`config.mk`:
```
export PLATFORM = sky130hd
export DESIGN_NAME = draw_monster
export DESIGN_NICKNAME = d
export VERILOG_FILES = /design/src/rtl/draw_monster.sv
export SDC_FILE = /design/constraint.sdc
export NUM_CORES = 1
export LEC_CHECK = 0
export ABC_CLOCK_PERIOD_IN_PS = 3100
export CAP_MARGIN = 10
export CORE_MARGIN = 2
export CORE_UTILIZATION = 48
export CTS_CLUSTER_DIAMETER = 30
export CTS_CLUSTER_SIZE = 25
export DETAILED_ROUTE_END_ITERATION = 10
export PLACE_DENSITY = 0.79
export SLEW_MARGIN = 20
export SYNTH_ARGS = -nofsm -noshare
export SYNTH_HDL_FRONTEND = slang
export SYNTH_SLANG_ARGS = --single-unit
export TNS_END_PERCENT = 100
```
`constraint.sdc`:
```
create_clock -name clk -period 3.1 [get_ports clk]
set_input_delay 0.775 -clock clk [delete_from_list [all_inputs] [get_ports clk]]
set_output_delay 0.775 -clock clk [all_outputs]
set_load 0.01 [all_outputs]
```
`src/rtl/draw_monster.sv`:
```
// draw_monster: overlays a 16x16 animated monster sprite on the upstream
// pixel stream. Two pipeline stages: stage 1 registers timing, the window
// flag and the ROM address; stage 2 picks ROM or upstream colour.
module draw_monster #(
    parameter logic [23:0] TRANSPARENT   = 24'hFF00FF,
    parameter int          ANIM_FRAMES   = 15,
    parameter int          SQUASH_FRAMES = 30
) (
    input  logic        clk,
    input  logic        rst,
    input  logic [9:0]  hcount_in,
    input  logic [9:0]  vcount_in,
    input  logic        hsync_in,
    input  logic        vsync_in,
    input  logic        blnk_in,
    input  logic [23:0] rgb_in,
    input  logic [9:0]  xpos,
    input  logic [8:0]  ypos,
    input  logic        direction,
    input  logic        spawn,
    input  logic        kill,
    input  logic [23:0] rom_data,
    output logic [9:0]  rom_addr,
    output logic [9:0]  hcount_out,
    output logic [9:0]  vcount_out,
    output logic        hsync_out,
    output logic        vsync_out,
    output logic        blnk_out,
    output logic [23:0] rgb_out,
    output logic [1:0]  monster_state
);

    localparam int AW = (ANIM_FRAMES > 1) ? $clog2(ANIM_FRAMES) : 1;
    localparam int SW = (SQUASH_FRAMES > 1) ? $clog2(SQUASH_FRAMES + 1) : 1;
    localparam logic [AW-1:0] ANIM_LAST   = AW'(ANIM_FRAMES - 1);
    localparam logic [SW-1:0] SQUASH_LOAD = SW'(SQUASH_FRAMES);
    localparam logic [SW-1:0] SQUASH_ONE  = SW'(1);

    typedef enum logic [1:0] {
        ST_DEAD     = 2'b00,
        ST_ALIVE    = 2'b01,
        ST_SQUASHED = 2'b10
    } state_t;

    state_t          state_r;
    logic [AW-1:0]   anim_cnt_r;
    logic            anim_r;
    logic [SW-1:0]   squash_cnt_r;
    logic [9:0]      lat_x_r;
    logic [8:0]      lat_y_r;
    logic            lat_dir_r;

    logic [9:0]      hcount_d1_r;
    logic [9:0]      vcount_d1_r;
    logic            hsync_d1_r;
    logic            vsync_d1_r;
    logic            blnk_d1_r;
    logic [23:0]     rgb_d1_r;
    logic            in_win_d1_r;

    logic            frame_tick_s;
    logic [10:0]     h_ext_s;
    logic [10:0]     v_ext_s;
    logic [10:0]     x_ext_s;
    logic [10:0]     y_ext_s;
    logic            in_win_s;
    logic [3:0]      dx_s;
    logic [3:0]      dy_s;
    logic [3:0]      col_s;
    logic [1:0]      frame_s;
    logic [9:0]      rom_addr_s;
    logic            draw_s;

    // Frame tick, 11-bit window test (no wrap at right/bottom) and ROM address.
    always_comb begin
        frame_tick_s = (hcount_in == 10'd0) && (vcount_in == 10'd480);
        h_ext_s      = {1'b0, hcount_in};
        v_ext_s      = {1'b0, vcount_in};
        x_ext_s      = {1'b0, lat_x_r};
        y_ext_s      = {2'b00, lat_y_r};
        in_win_s     = (h_ext_s >= x_ext_s) && (h_ext_s < (x_ext_s + 11'd16)) &&
                       (v_ext_s >= y_ext_s) && (v_ext_s < (y_ext_s + 11'd16));
        // Only the low nibble of the offset matters inside the window.
        dx_s         = hcount_in[3:0] - lat_x_r[3:0];
        dy_s         = vcount_in[3:0] - lat_y_r[3:0];
        if (lat_dir_r) begin
            col_s = dx_s;
        end else begin
            col_s = 4'd15 - dx_s;
        end
        case (state_r)
            ST_ALIVE:    frame_s = {1'b0, anim_r};
            ST_SQUASHED: frame_s = 2'b10;
            default:     frame_s = 2'b00;
        endcase
        rom_addr_s = {frame_s, dy_s, col_s};
    end

    // Stage-2 colour select: sprite pixel only when visible and opaque.
    always_comb begin
        draw_s = in_win_d1_r && !blnk_d1_r && (state_r != ST_DEAD) &&
                 (rom_data != TRANSPARENT);
    end

    // Latch position and facing once per frame so a frame is drawn consistently.
    always_ff @(posedge clk) begin
        if (rst) begin
            lat_x_r   <= 10'd0;
            lat_y_r   <= 9'd0;
            lat_dir_r <= 1'b0;
        end else if (frame_tick_s) begin
            lat_x_r   <= xpos;
            lat_y_r   <= ypos;
            lat_dir_r <= direction;
        end
    end

    // Monster life-cycle FSM with walk-animation and squash-display counters.
    always_ff @(posedge clk) begin
        if (rst) begin
            state_r      <= ST_DEAD;
            anim_cnt_r   <= '0;
            anim_r       <= 1'b0;
            squash_cnt_r <= '0;
        end else if (spawn) begin
            state_r      <= ST_ALIVE;
            anim_cnt_r   <= '0;
            anim_r       <= 1'b0;
            squash_cnt_r <= '0;
        end else begin
            case (state_r)
                ST_DEAD: begin
                    anim_cnt_r <= '0;
                end
                ST_ALIVE: begin
                    if (kill) begin
                        state_r      <= ST_SQUASHED;
                        squash_cnt_r <= SQUASH_LOAD;
                        anim_cnt_r   <= '0;
                    end else if (frame_tick_s) begin
                        if (anim_cnt_r == ANIM_LAST) begin
                            anim_cnt_r <= '0;
                            anim_r     <= ~anim_r;
                        end else begin
                            anim_cnt_r <= anim_cnt_r + AW'(1);
                        end
                    end
                end
                ST_SQUASHED: begin
                    anim_cnt_r <= '0;
                    if (frame_tick_s) begin
                        if (squash_cnt_r <= SQUASH_ONE) begin
                            state_r      <= ST_DEAD;
                            squash_cnt_r <= '0;
                        end else begin
                            squash_cnt_r <= squash_cnt_r - SW'(1);
                        end
                    end
                end
                default: begin
                    state_r      <= ST_DEAD;
                    anim_cnt_r   <= '0;
                    squash_cnt_r <= '0;
                end
            endcase
        end
    end

    // Stage 1: register timing, upstream colour, window flag and ROM address.
    always_ff @(posedge clk) begin
        if (rst) begin
            hcount_d1_r <= 10'd0;
            vcount_d1_r <= 10'd0;
            hsync_d1_r  <= 1'b0;
            vsync_d1_r  <= 1'b0;
            blnk_d1_r   <= 1'b0;
            rgb_d1_r    <= 24'd0;
            in_win_d1_r <= 1'b0;
            rom_addr    <= 10'd0;
        end else begin
            hcount_d1_r <= hcount_in;
            vcount_d1_r <= vcount_in;
            hsync_d1_r  <= hsync_in;
            vsync_d1_r  <= vsync_in;
            blnk_d1_r   <= blnk_in;
            rgb_d1_r    <= rgb_in;
            in_win_d1_r <= in_win_s;
            rom_addr    <= rom_addr_s;
        end
    end

    // Stage 2: registered outputs to the next draw stage.
    always_ff @(posedge clk) begin
        if (rst) begin
            hcount_out <= 10'd0;
            vcount_out <= 10'd0;
            hsync_out  <= 1'b0;
            vsync_out  <= 1'b0;
            blnk_out   <= 1'b0;
            rgb_out    <= 24'd0;
        end else begin
            hcount_out <= hcount_d1_r;
            vcount_out <= vcount_d1_r;
            hsync_out  <= hsync_d1_r;
            vsync_out  <= vsync_d1_r;
            blnk_out   <= blnk_d1_r;
            rgb_out    <= draw_s ? rom_data : rgb_d1_r;
        end
    end

    assign monster_state = state_r;

endmodule

```
# Yosys cells after proc, flatten, opt, wreduce, memory -nomap -nowiden
# Index checks and enable logic that the tools add are counted.
[word_totals] elab_cells=80 ff_bits=137 out_inout_bits=59
[op_classes] n_reduce_logical=17 bitwise_logic=4 eq_ne=12 magnitude_cmp=5 n_addsub=7 mux=13
[ops] operator="$mux W24" n=1
[ops] operator="$ne A24 B24 Y1 const B" n=1
[ops] operator="$mux W5" n=3
[ops] operator="$pmux W5 S3" n=1
[ops] operator="$reduce_and A4 Y1" n=3
[ops] operator="$add A10 B5 Y11 const B" n=1
[ops] operator="$lt A10 B11 Y1" n=1
[ops] operator="$add A9 B5 Y10 const B" n=1
[ops] operator="$eq A10 B9 Y1 const B" n=1
[ops] operator="$ge A10 B10 Y1" n=1
[ops] operator="$ge A10 B9 Y1" n=1
[ops] operator="$logic_not A10 Y1" n=1
[ops] operator="$lt A10 B10 Y1" n=1
[ops] operator="$ne A3 B3 Y1 const B" n=3
[ops] operator="$mux W4" n=2
[ops] operator="$ne A2 B2 Y1 const B" n=4
[ops] operator="$sub A4 B4 Y4" n=2
[ops] operator="$logic_and A1 B1 Y1" n=7
[ops] operator="$mux W2" n=3
[ops] operator="$pmux W2 S3" n=1
[ops] operator="$le A5 B1 Y1 const B" n=1
[ops] operator="$sub A5 B1 Y5 const B" n=1
[ops] operator="$add A4 B1 Y4 const B" n=1
[ops] operator="$eq A4 B4 Y1 const B" n=1
[ops] operator="other kinds (12)" n=15

# Depth between registers and ports, before layout
# Gate-level depths: netlist of the first run.
[logic_depth] depth_word=5 depth_mapped=8 ltp_nobuf=8

# Worst setup path before layout of the first run
# Ideal clock, no wire load.
[synth_timing] path_type="input port to flip-flop" from="input port rom_data[13]" to="register rgb_out[20]" required_time_ns=2.972 setup_slack_ns=0.730 setup_time_ns=0.128 t_arrival_ns=2.242 cell_stages=6 n_path_buf=1 cell_sequence="or4b_1 nor4_1 a31oi_1 buf_2 mux2i_1 nor2_1"
[synth_between] elab_chain_cells=3
[synth_rtl] item="start: declaration" line_no="22" rtl="input logic [23:0] rom_data,"
[synth_rtl] item="$ne A24 B24 Y1" line_no="102" rtl="(rom_data != TRANSPARENT);"
[synth_rtl] item="$logic_and A1 B1 Y1" line_no="101" rtl="draw_s = in_win_d1_r && !blnk_d1_r && (state_r != ST_DEAD) &&"
[synth_rtl] item="$mux W24" line_no="207" rtl="rgb_out <= draw_s ? rom_data : rgb_d1_r;"
[synth_rtl] item="end signal: assignment" line_no="207"
[synth_rtl] item="end: declaration" line_no="29" rtl="output logic [23:0] rgb_out,"
# No other way between the ends.
# A chain may end at the register's enable or synchronous reset.

# Final worst setup path of the first run
[layout_timing] from="input port rom_data[13]" to="register rgb_out[4]"
# Same word-level chain as after synthesis.

==> metrics.csv, run 1 <==
metric,value,unit
cell row count,39,
vias in the first global route,4267,
Resized cells post-CTS,0,
Starting Density,48.8,%
Synth area leaders,"dfxtp_1 50%, ha_1 8.7%, nor2b_1 8.1%",
sequential share of the synthesized area,49.9,%
Starting DRT DRC Count,236,
"Core Util, Final",69.2,%
Post-CTS Repair Setup Buffers,0,
P per Cell Area,539,nW/um2
"flops & latches, synth",137,
GRT Util Overall,21.5,%
Synth Area in Simple Gates,22.0,%
# port buffers,153,
DRC viols,0,
combinational family with the most area after synthesis,simple AND/OR/NAND/NOR gates,
CTS tree,yes,
Crit path max-delay family,simple AND/OR/NAND/NOR gates,
fin. max-slew vios,0,
max_slew headroom,37.1,%
largest net degree at the start of global routing,77,
Clock Tree Buf Depth,2,
clock sink count,137,
Setup TNS Final,0,ps
dominant cell type by area after synthesis,dfxtp_1,
Die W,111,um
status,completed,
Synth cell types,53,
RSZ-0062 raised after global routing,no,
FF-to-FF setup slack,780,ps
Max rail drop VDD,0.359,mV
area grow syn2layout,41.9,%
initial antenna violation count,0,
"Power, Total",4200,uW
number of max-cap violations,0,
total wire length,13200,um
Leak,0.00292,uW
crit-path max FO,8,
CTS root buf,clkbuf_16,
crit path buf inv count,3,
Fin. Hold Viols,0,
Worst path slowest cell,or4b_1,
worst min path class,reg -> reg,
final critical-path required period,2600,ps
Worst-path clk slew,60,ps
1st-pass router iterations,4,
synthesized area,5500,um2
RePlAce Congestion,0.884,
slew of the pin with the lowest slew margin,939,ps
Detail Route Antenna Nets,0,
"Critical Path, Cell by Cell",clkdlybuf4s50_1 > or4b_1 > nor4_1 > buf_4 > a31oi_4 > buf_4 > mux2i_1 > nor2_1,
"Primary FF master, synth",dfxtp_1,
CP arrival,2870,ps
Setup Viol. Count Final,0,
Synth top area share,49.9,%
multiplexer share of the synthesized area,4.74,%
xor/xnor share of the synthesized area,2.39,%
core area,11300,um2
chip height,111,um
Final Cycle Share,83.7,%
DP HPWL,9750,um
hold buffers post-CTS,0,
synthesized instance count,568,
antenna cell count,0,
critical path launch point type,primary input,
Worst-Skew Late Latency,410,ps
Final Skew,9.06,ps
Mapped Nets,703,
"EDFF count, synth",0,
H-tree levels,4,
total global routing overflow,0,
wire per inst,15.0,um
total CTS buffers,17,
Synth warnings,0,
Worst Path Required,3370,ps
layout cell share with drive strength beyond 1,6.50,%
vias,4446,
CP Capture Type,flop,
"Async S/R FF share, synth",0,%
Vias/cell,5.04,
Critical Setup Path Class,in -> reg,
first-pass GRT wire length,21100,um
Compound-Gate Fraction of Synth Area,7.95,%
die area,12300,um2
max incr delay on CP,560,ps
CP dominant cell by count,buf_4,
io pins,154,
Final nets,861,
Synth Area in Adders,9.38,%
"Avg Cell Area, Syn",9.67,um2
fmax,385,MHz
[cell type report]
class / count / area (um2)
fill: 855 / 3470
sequential: 137 / 2740
multi-input combinational: 379 / 2570
timing repair buffer: 162 / 1620
clock buffer: 18 / 429
tap: 143 / 179
clock inverter: 14 / 149
inverter: 29 / 109
[metal layers]
metal | part of all wire (%) | up-vias | track usage (%)
li1 | - | 2239 | -
met4 | 1.9 | 0 | 7.17
met2 | 48 | 160 | 36.3
met5 | 0 | - | 0
met3 | 6.1 | 18 | 6.40
met1 | 44 | 2029 | 26.5
[Yosys cell counts (all sizes together) (2+ instances only)]
| library cell | n |
|---|---|
| clkbuf | 17 |
| nor3 | 6 |
| dfxtp | 137 |
| a21boi | 3 |
| fa | 2 |
| o31ai | 6 |
| a21oi | 36 |
| or4 | 5 |
| nand4 | 6 |
| xor2 | 3 |
| inv | 29 |
| or4b | 2 |
| o211ai | 3 |
| and4b | 3 |
| a31oi | 5 |
| nor2b | 71 |
| nand2 | 56 |
| nor2 | 45 |
| nor4 | 3 |
| xnor2 | 12 |
| buf | 6 |
| nand3 | 16 |
| nand3b | 3 |
| a21o | 3 |
| ha | 38 |
| mux2i | 26 |
| nand4b | 2 |
| o21ai | 5 |
[registers in the layout, summed over array words and instances, names as in the netlist, 10 cells and up]
register     cells
rgb_d1_r        24
rgb_out         24
hcount_d1_r     10
hcount_out      10
lat_x_r         10
rom_addr        10
vcount_d1_r     10
vcount_out      10
[worst paths after layout]
kind | start | endpoint | depth (start not counted)
worst max-delay path | rom_data[13] | rgb_out[4]$_SDFF_PP0_ | 8
worst min-delay path | hcount_d1_r[2]$_SDFF_PP0_ | hcount_out[2]$_SDFF_PP0_ | 1
worst max register to register | lat_x_r[4]$_SDFFE_PP0P_ | in_win_d1_r$_SDFF_PP0_ | 8
worst min register to register | hcount_d1_r[2]$_SDFF_PP0_ | hcount_out[2]$_SDFF_PP0_ | 1
[through the flow]
step                setup WS (ps)  instance area (um2)  instances  hold slack (ps)
floorplan                     730                 5500        568              414
global placement              192                 7220        850              419
detailed placement            136                 7220        850              420
CTS                           520                 7800        882              433
global route                  413                 7800        882              445
finish                        504                 7800        882              430
[cells by family (layout without fill, tap and decap cells)]
family	after synthesis	in the layout
buffers and inverters	52	223
XOR/XNOR	15	15
AND/OR/NAND/NOR	227	227
AO/OA/AOI/OAI	71	71
multiplexers	26	26
adder cells (fa/ha/maj)	40	40
flip-flops	137	137
[worst register-to-register path, cell delays in order (launching register included)]
cell,delay (ps)
dfxtp_1,430
ha_1,250
xnor2_1,130
ha_1,260
and3b_1,200
a221o_1,350
a31oi_1,240
a2bb2oi_1,200
and4_1,190
[power by group]
part / leakage, uW / internal [uW] / switching (uW)
registers: 0.00113 / 1830 / 18.8
logic: 0.00152 / 238 / 171
clock network: 0.000273 / 1190 / 759
total: 0.00292 / 3250 / 949
[cells in the final DEF, fill, tap and decap left out, drive strengths merged, types with 6 or more instances in the layout]
cell type | synthesis | layout
a21oi | 36 | 36
buf | 6 | 10
clkbuf | 17 | 18
clkdlybuf4s50 | 0 | 152
clkinv | 0 | 6
dfxtp | 137 | 137
ha | 38 | 38
inv | 29 | 31
mux2i | 26 | 26
nand2 | 56 | 56
nand3 | 16 | 16
nand4 | 6 | 6
nor2 | 45 | 45
nor2b | 71 | 71
nor3 | 6 | 6
o31ai | 6 | 6
xnor2 | 12 | 12
(Power assumes the default switching activity.)
==> run 2: changes to the inputs <==
- ABC_CLOCK_PERIOD_IN_PS: 3100 -> 2300
- CORE_UTILIZATION: 48 -> 43
- PLACE_DENSITY: 0.79 -> 0.75
- clock period: 3.1 -> 2.3 ns (I/O delays scaled with it)
==> run 2 against run 1 <==
Setup slack got worse by 450 ps. Largest power group unchanged. First-iteration DRC count increased by 19%. Sequential power increased by 35%. Utilization decreased by 4.2 points.
==> metrics.csv, run 2 (synthesis gave the netlist of run 1 again) <==
metric,value,unit
dpl ws,-498,ps
placed cell areas,7530,um2
CP Capture Type,flop,
Die W,117,um
Reg2Reg Capture Point,in_win_d1_r$_SDFF_PP0_,
post-route setup slack,57.1,ps
Worst-Skew Late Latency,400,ps
vias in the first global route,4487,
GRT Util Overall,20.0,%
CP arrival,2580,ps
Top Registers,"rgb_d1_r: 24 flops, rgb_out: 24 flops",
DP HPWL,10100,um
Worst path slowest cell,or4_4,
fin. max-slew vios,0,
critical path launch point type,primary input,
total wire length,13600,um
CTS root buf,clkbuf_16,
"commonest non-fill, non-tap cell in the layout",clkdlybuf4s50_1,
"Critical Path, Cell by Cell",clkdlybuf4s50_1 > or4_4 > nor2_2 > buf_4 > nand3_2 > or4_1 > a21boi_1,
Hold Path Depth,1,
status,completed,
io pins,154,
Max rail drop VDD,0.544,mV
vias,4584,
P per Cell Area,705,nW/um2
Final Skew,7.16,ps
die area,13700,um2
WHS Endpoint,hcount_out[9]$_SDFF_PP0_,
Final Cell Area,8170,um2
chip height,117,um
max incr delay on CP,560,ps
final critical-path required period,2240,ps
total global routing overflow,0,
DRC viols,0,
# port buffers,153,
antenna cell count,0,
clock sink count,137,
hold slack,431,ps
slew of the pin with the lowest slew margin,490,ps
most frequent cells in the layout,"151 x clkdlybuf4s50_1, 137 x dfxtp_1, 71 x nor2b_1",
largest net degree at the start of global routing,71,
area grow syn2layout,48.6,%
hold path start,hcount_d1_r[9]$_SDFF_PP0_,
Fin. Hold Viols,0,
Starting Density,43.7,%
Worst Path Required,2640,ps
Leak,0.00312,uW
Clock Tree Buf Depth,2,
reg2reg path depth,8,
1st-pass router iterations,5,
crit-path max FO,4,
fmax,446,MHz
initial antenna violation count,0,
number of max-cap violations,0,
Final nets,898,
Detail Route Antenna Nets,0,
H-tree levels,4,
Worst-path clk slew,60,ps
layout cell share with drive strength beyond 1,11.9,%
wire per inst,14.3,um
Final Cycle Share,97.5,%
first-pass GRT wire length,21100,um
core area,12600,um2
Starting DRT DRC Count,281,
Post-CTS Repair Setup Buffers,0,
FF-to-FF setup slack,90,ps
Crit path max-delay family,simple AND/OR/NAND/NOR gates,
cell row count,41,
total CTS buffers,17,
Critical Setup Path Class,in -> reg,
RePlAce Congestion,0.931,
reg2reg start,lat_x_r[4]$_SDFFE_PP0P_,
hold buffers post-CTS,0,
CTS tree,yes,
worst min path class,reg -> reg,
Setup Viol. Count Final,0,
crit path buf inv count,2,
Vias/cell,4.85,
max_slew headroom,67.3,%
==> run 2: cell count changes in the layout (fill, tap and decap cells not counted), sizes merged <==
cell | previous run | this run
clkbuf | 18 | 17
inv | 31 | 29
clkinv | 6 | 5
clkinvlp | 4 | 5
dlymetal6s2s | 0 | 1
bufinv | 2 | 3
buf | 10 | 47
clkdlybuf4s50 | 152 | 151
==> run 2: power breakdown <==
group	internal, uW	switching (uW)
Clock	1680	976
Combinational	363	246
Sequential	2460	23.8
==> run 2: through the flow <==
step                      TNS [ps]  total power, uW  utilization [%]  instances
after floorplan                  0             2760                -        568
after global placement      -20890             3120             59.9        916
after detailed placement    -21960             3140             59.9        916
after CTS                        0             5800             64.6        946
after global routing         -19.0             5970             65.0        946
final                            0             5760             65.0        946
==> run 2: per-layer routing <==
| metal | vias to the layer above | GRT usage, % | share of wire [%] |
|---|---|---|---|
| li1 | 2311 | - | - |
| met1 | 2091 | 23.8 | 43 |
| met2 | 162 | 34.4 | 47 |
| met3 | 20 | 5.56 | 6.9 |
| met4 | 0 | 7.76 | 2.2 |
| met5 | - | 0 | 0 |
==> run 2: area by class of cell <==
type | count | area, um2
flip-flops and latches | 137 | 2740
clock inverters | 13 | 156
multi-input cells | 379 | 2610
clock buffers | 17 | 425
well taps | 172 | 215
repair buffers | 199 | 1910
fillers | 969 | 4400
inverters | 29 | 109
==> run 2: worst reg2reg max path: stages (launching register included) <==
cell,delay [ps]
dfxtp_1,320
ha_1,260
xnor2_2,190
ha_4,230
and3b_2,220
a221o_1,370
a31oi_2,210
a2bb2oi_1,160
and4_1,190
==> run 2: worst max path at each step <==
| stage | slack [ps] | cells past startpoint | end | start |
|---|---|---|---|---|
| floorplan | 130 | 6 | rgb_out[20]$_SDFF_PP0_ | rom_data[13] |
| global placement | -450 | 8 | lat_y_r[1]$_SDFFE_PP0P_ | vcount_in[1] |
| global route | -10 | 8 | in_win_d1_r$_SDFF_PP0_ | lat_x_r[4]$_SDFFE_PP0P_ |
| detailed placement | -500 | 8 | lat_x_r[4]$_SDFFE_PP0P_ | vcount_in[1] |
| finish | 60 | 7 | anim_r$_SDFFE_PP0P_ | vcount_in[1] |
| CTS | 6 | 8 | rgb_out[3]$_SDFF_PP0_ | rom_data[13] |
==> run 2: what timing repair did <==
action                                  in CTS  in global routing
pin swaps                                    0                  5
gates resized for setup                      2                 10
endpoints found under the setup margin      25                 53
==> run 3: changes to the inputs <==
- MAX_ROUTING_LAYER: default -> met4
==> run 3 against run 2 <==
Sequential share of layout area rose by 0.37 points. Power fell by 5.6%. Clock skew is 1.3 ps higher. Sequential power is essentially flat. Design area fell by 1.1%. Maximum frequency is 1.9% lower. Final cell count down 0.11%. Hold slack better by 4.1 ps. Highest routed layer unchanged.
==> metrics.csv, run 3 (synthesis gave the netlist of run 1 again) <==
metric,value,unit
largest net degree at the start of global routing,52,
Worst Path Required,2640,ps
Hold Path Depth,1,
Top Registers,"rgb_d1_r: 24 flops, rgb_out: 24 flops",
"commonest non-fill, non-tap cell in the layout",clkdlybuf4s50_1,
io pins,154,
1st-pass router iterations,4,
RePlAce Congestion,0.885,
critical path launch point type,primary input,
total CTS buffers,17,
final std cells w/o fill,945,
vias,4589,
placed cell areas,7510,um2
Post-CTS Repair Setup Buffers,0,
Final Cycle Share,99.4,%
worst min path class,reg -> reg,
Final Cell Area,8080,um2
wire per inst,14.2,um
P per Cell Area,673,nW/um2
core area,12600,um2
Max rail drop VDD,0.438,mV
Worst-Skew Late Latency,400,ps
antenna cell count,0,
DP HPWL,10300,um
fin. max-slew vios,0,
layout cell share with drive strength beyond 1,11.6,%
Starting Density,43.7,%
Final Skew,8.46,ps
FF-to-FF setup slack,170,ps
CTS tree,yes,
vias in the first global route,4421,
dpl ws,-566,ps
cell row count,41,
Die W,117,um
clock sink count,137,
CTS root buf,clkbuf_16,
max_slew headroom,66.9,%
DRC viols,0,
slew of the pin with the lowest slew margin,496,ps
GRT Util Overall,20.4,%
hold slack,435,ps
Critical Setup Path Class,in -> reg,
die area,13700,um2
fmax,438,MHz
Detail Route Antenna Nets,0,
Worst-path clk slew,50,ps
Fin. Hold Viols,0,
placed insts,914,
final critical-path required period,2290,ps
number of max-cap violations,0,
first-pass GRT wire length,21000,um
Vias/cell,4.86,
post-route setup slack,14.5,ps
Leak,0.00308,uW
total wire length,13500,um
reg2reg path depth,8,
CP Capture Type,flop,
H-tree levels,4,
area grow syn2layout,47.0,%
total global routing overflow,0,
"Core Util, Final",64.3,%
most frequent cells in the layout,"150 x clkdlybuf4s50_1, 137 x dfxtp_1, 70 x nor2b_1",
crit-path max FO,5,
Starting DRT DRC Count,302,
RSZ-0062 raised after global routing,yes,
# port buffers,153,
CP arrival,2630,ps
Clock Tree Buf Depth,2,
Final nets,896,
initial antenna violation count,0,
Setup Viol. Count Final,0,
status,completed,
chip height,117,um
## run 3: cell count changes in the layout (fill, tap and decap cells not counted), moves of 2 or more
cell / before / now
a31oi_2: 2 / 0
buf_4: 44 / 42
bufinv_16: 3 / 0
dlygate4sd2_1: 0 / 2
o31ai_1: 6 / 4
o31ai_2: 0 / 2
## run 3: final timing paths
path	to	startpoint
hold / removal	hcount_out[8]$_SDFF_PP0_	hcount_d1_r[8]$_SDFF_PP0_
setup / recovery	anim_r$_SDFFE_PP0P_	hcount_in[1]
hold reg to reg	hcount_out[8]$_SDFF_PP0_	hcount_d1_r[8]$_SDFF_PP0_
setup reg to reg	in_win_d1_r$_SDFF_PP0_	lat_x_r[4]$_SDFFE_PP0P_
## run 3: per-stage QoR
step / power, uW / TNS, ps
5_1_grt: 5670 / -48.5
4_1_cts: 5500 / -5.20
2_1_floorplan: 2760 / 0
3_5_place_dp: 3130 / -23580
3_3_place_gp: 3110 / -21910
6_report: 5440 / 0
## run 3: critical path: stages
cell             delay, ps
clkdlybuf4s50_1        430
or4_1                  530
nor2_2                 200
buf_6                  150
nand3_2                100
or4_4                  510
a21boi_2               120
## run 3: layer usage
layer	global-route usage, %	share of wire (%)	up-vias
li1	-	-	2309
met1	23.3	42	2086
met2	34.1	48	167
met3	5.61	7.4	27
met4	7.76	2.6	0
met5	-	0	-
## run 3: where the power goes
part           switching, uW  total (uW)  leakage (uW)  internal (uW)
combinational            241         596       0.00170            355
sequential              24.2        2490       0.00113           2460
clock                    963        2350      0.000246           1390
total                   1230        5440       0.00308           4210
## run 3: area by class of cell
cell class	instances	area, um2
clock buffers	19	443
clock inverters	12	80.1
fillers	999	4490
inverters	29	109
multi-input cells	379	2610
flip-flops and latches	137	2740
well taps	172	215
repair buffers	197	1880
## run 3: what timing repair did
item,4_1_cts,5_1_grt
pin swaps,2,6
hold endpoints to repair,0,0
cloned,0,0
resized for setup,7,8
setup endpoints to repair,26,27
hold buffers,0,0
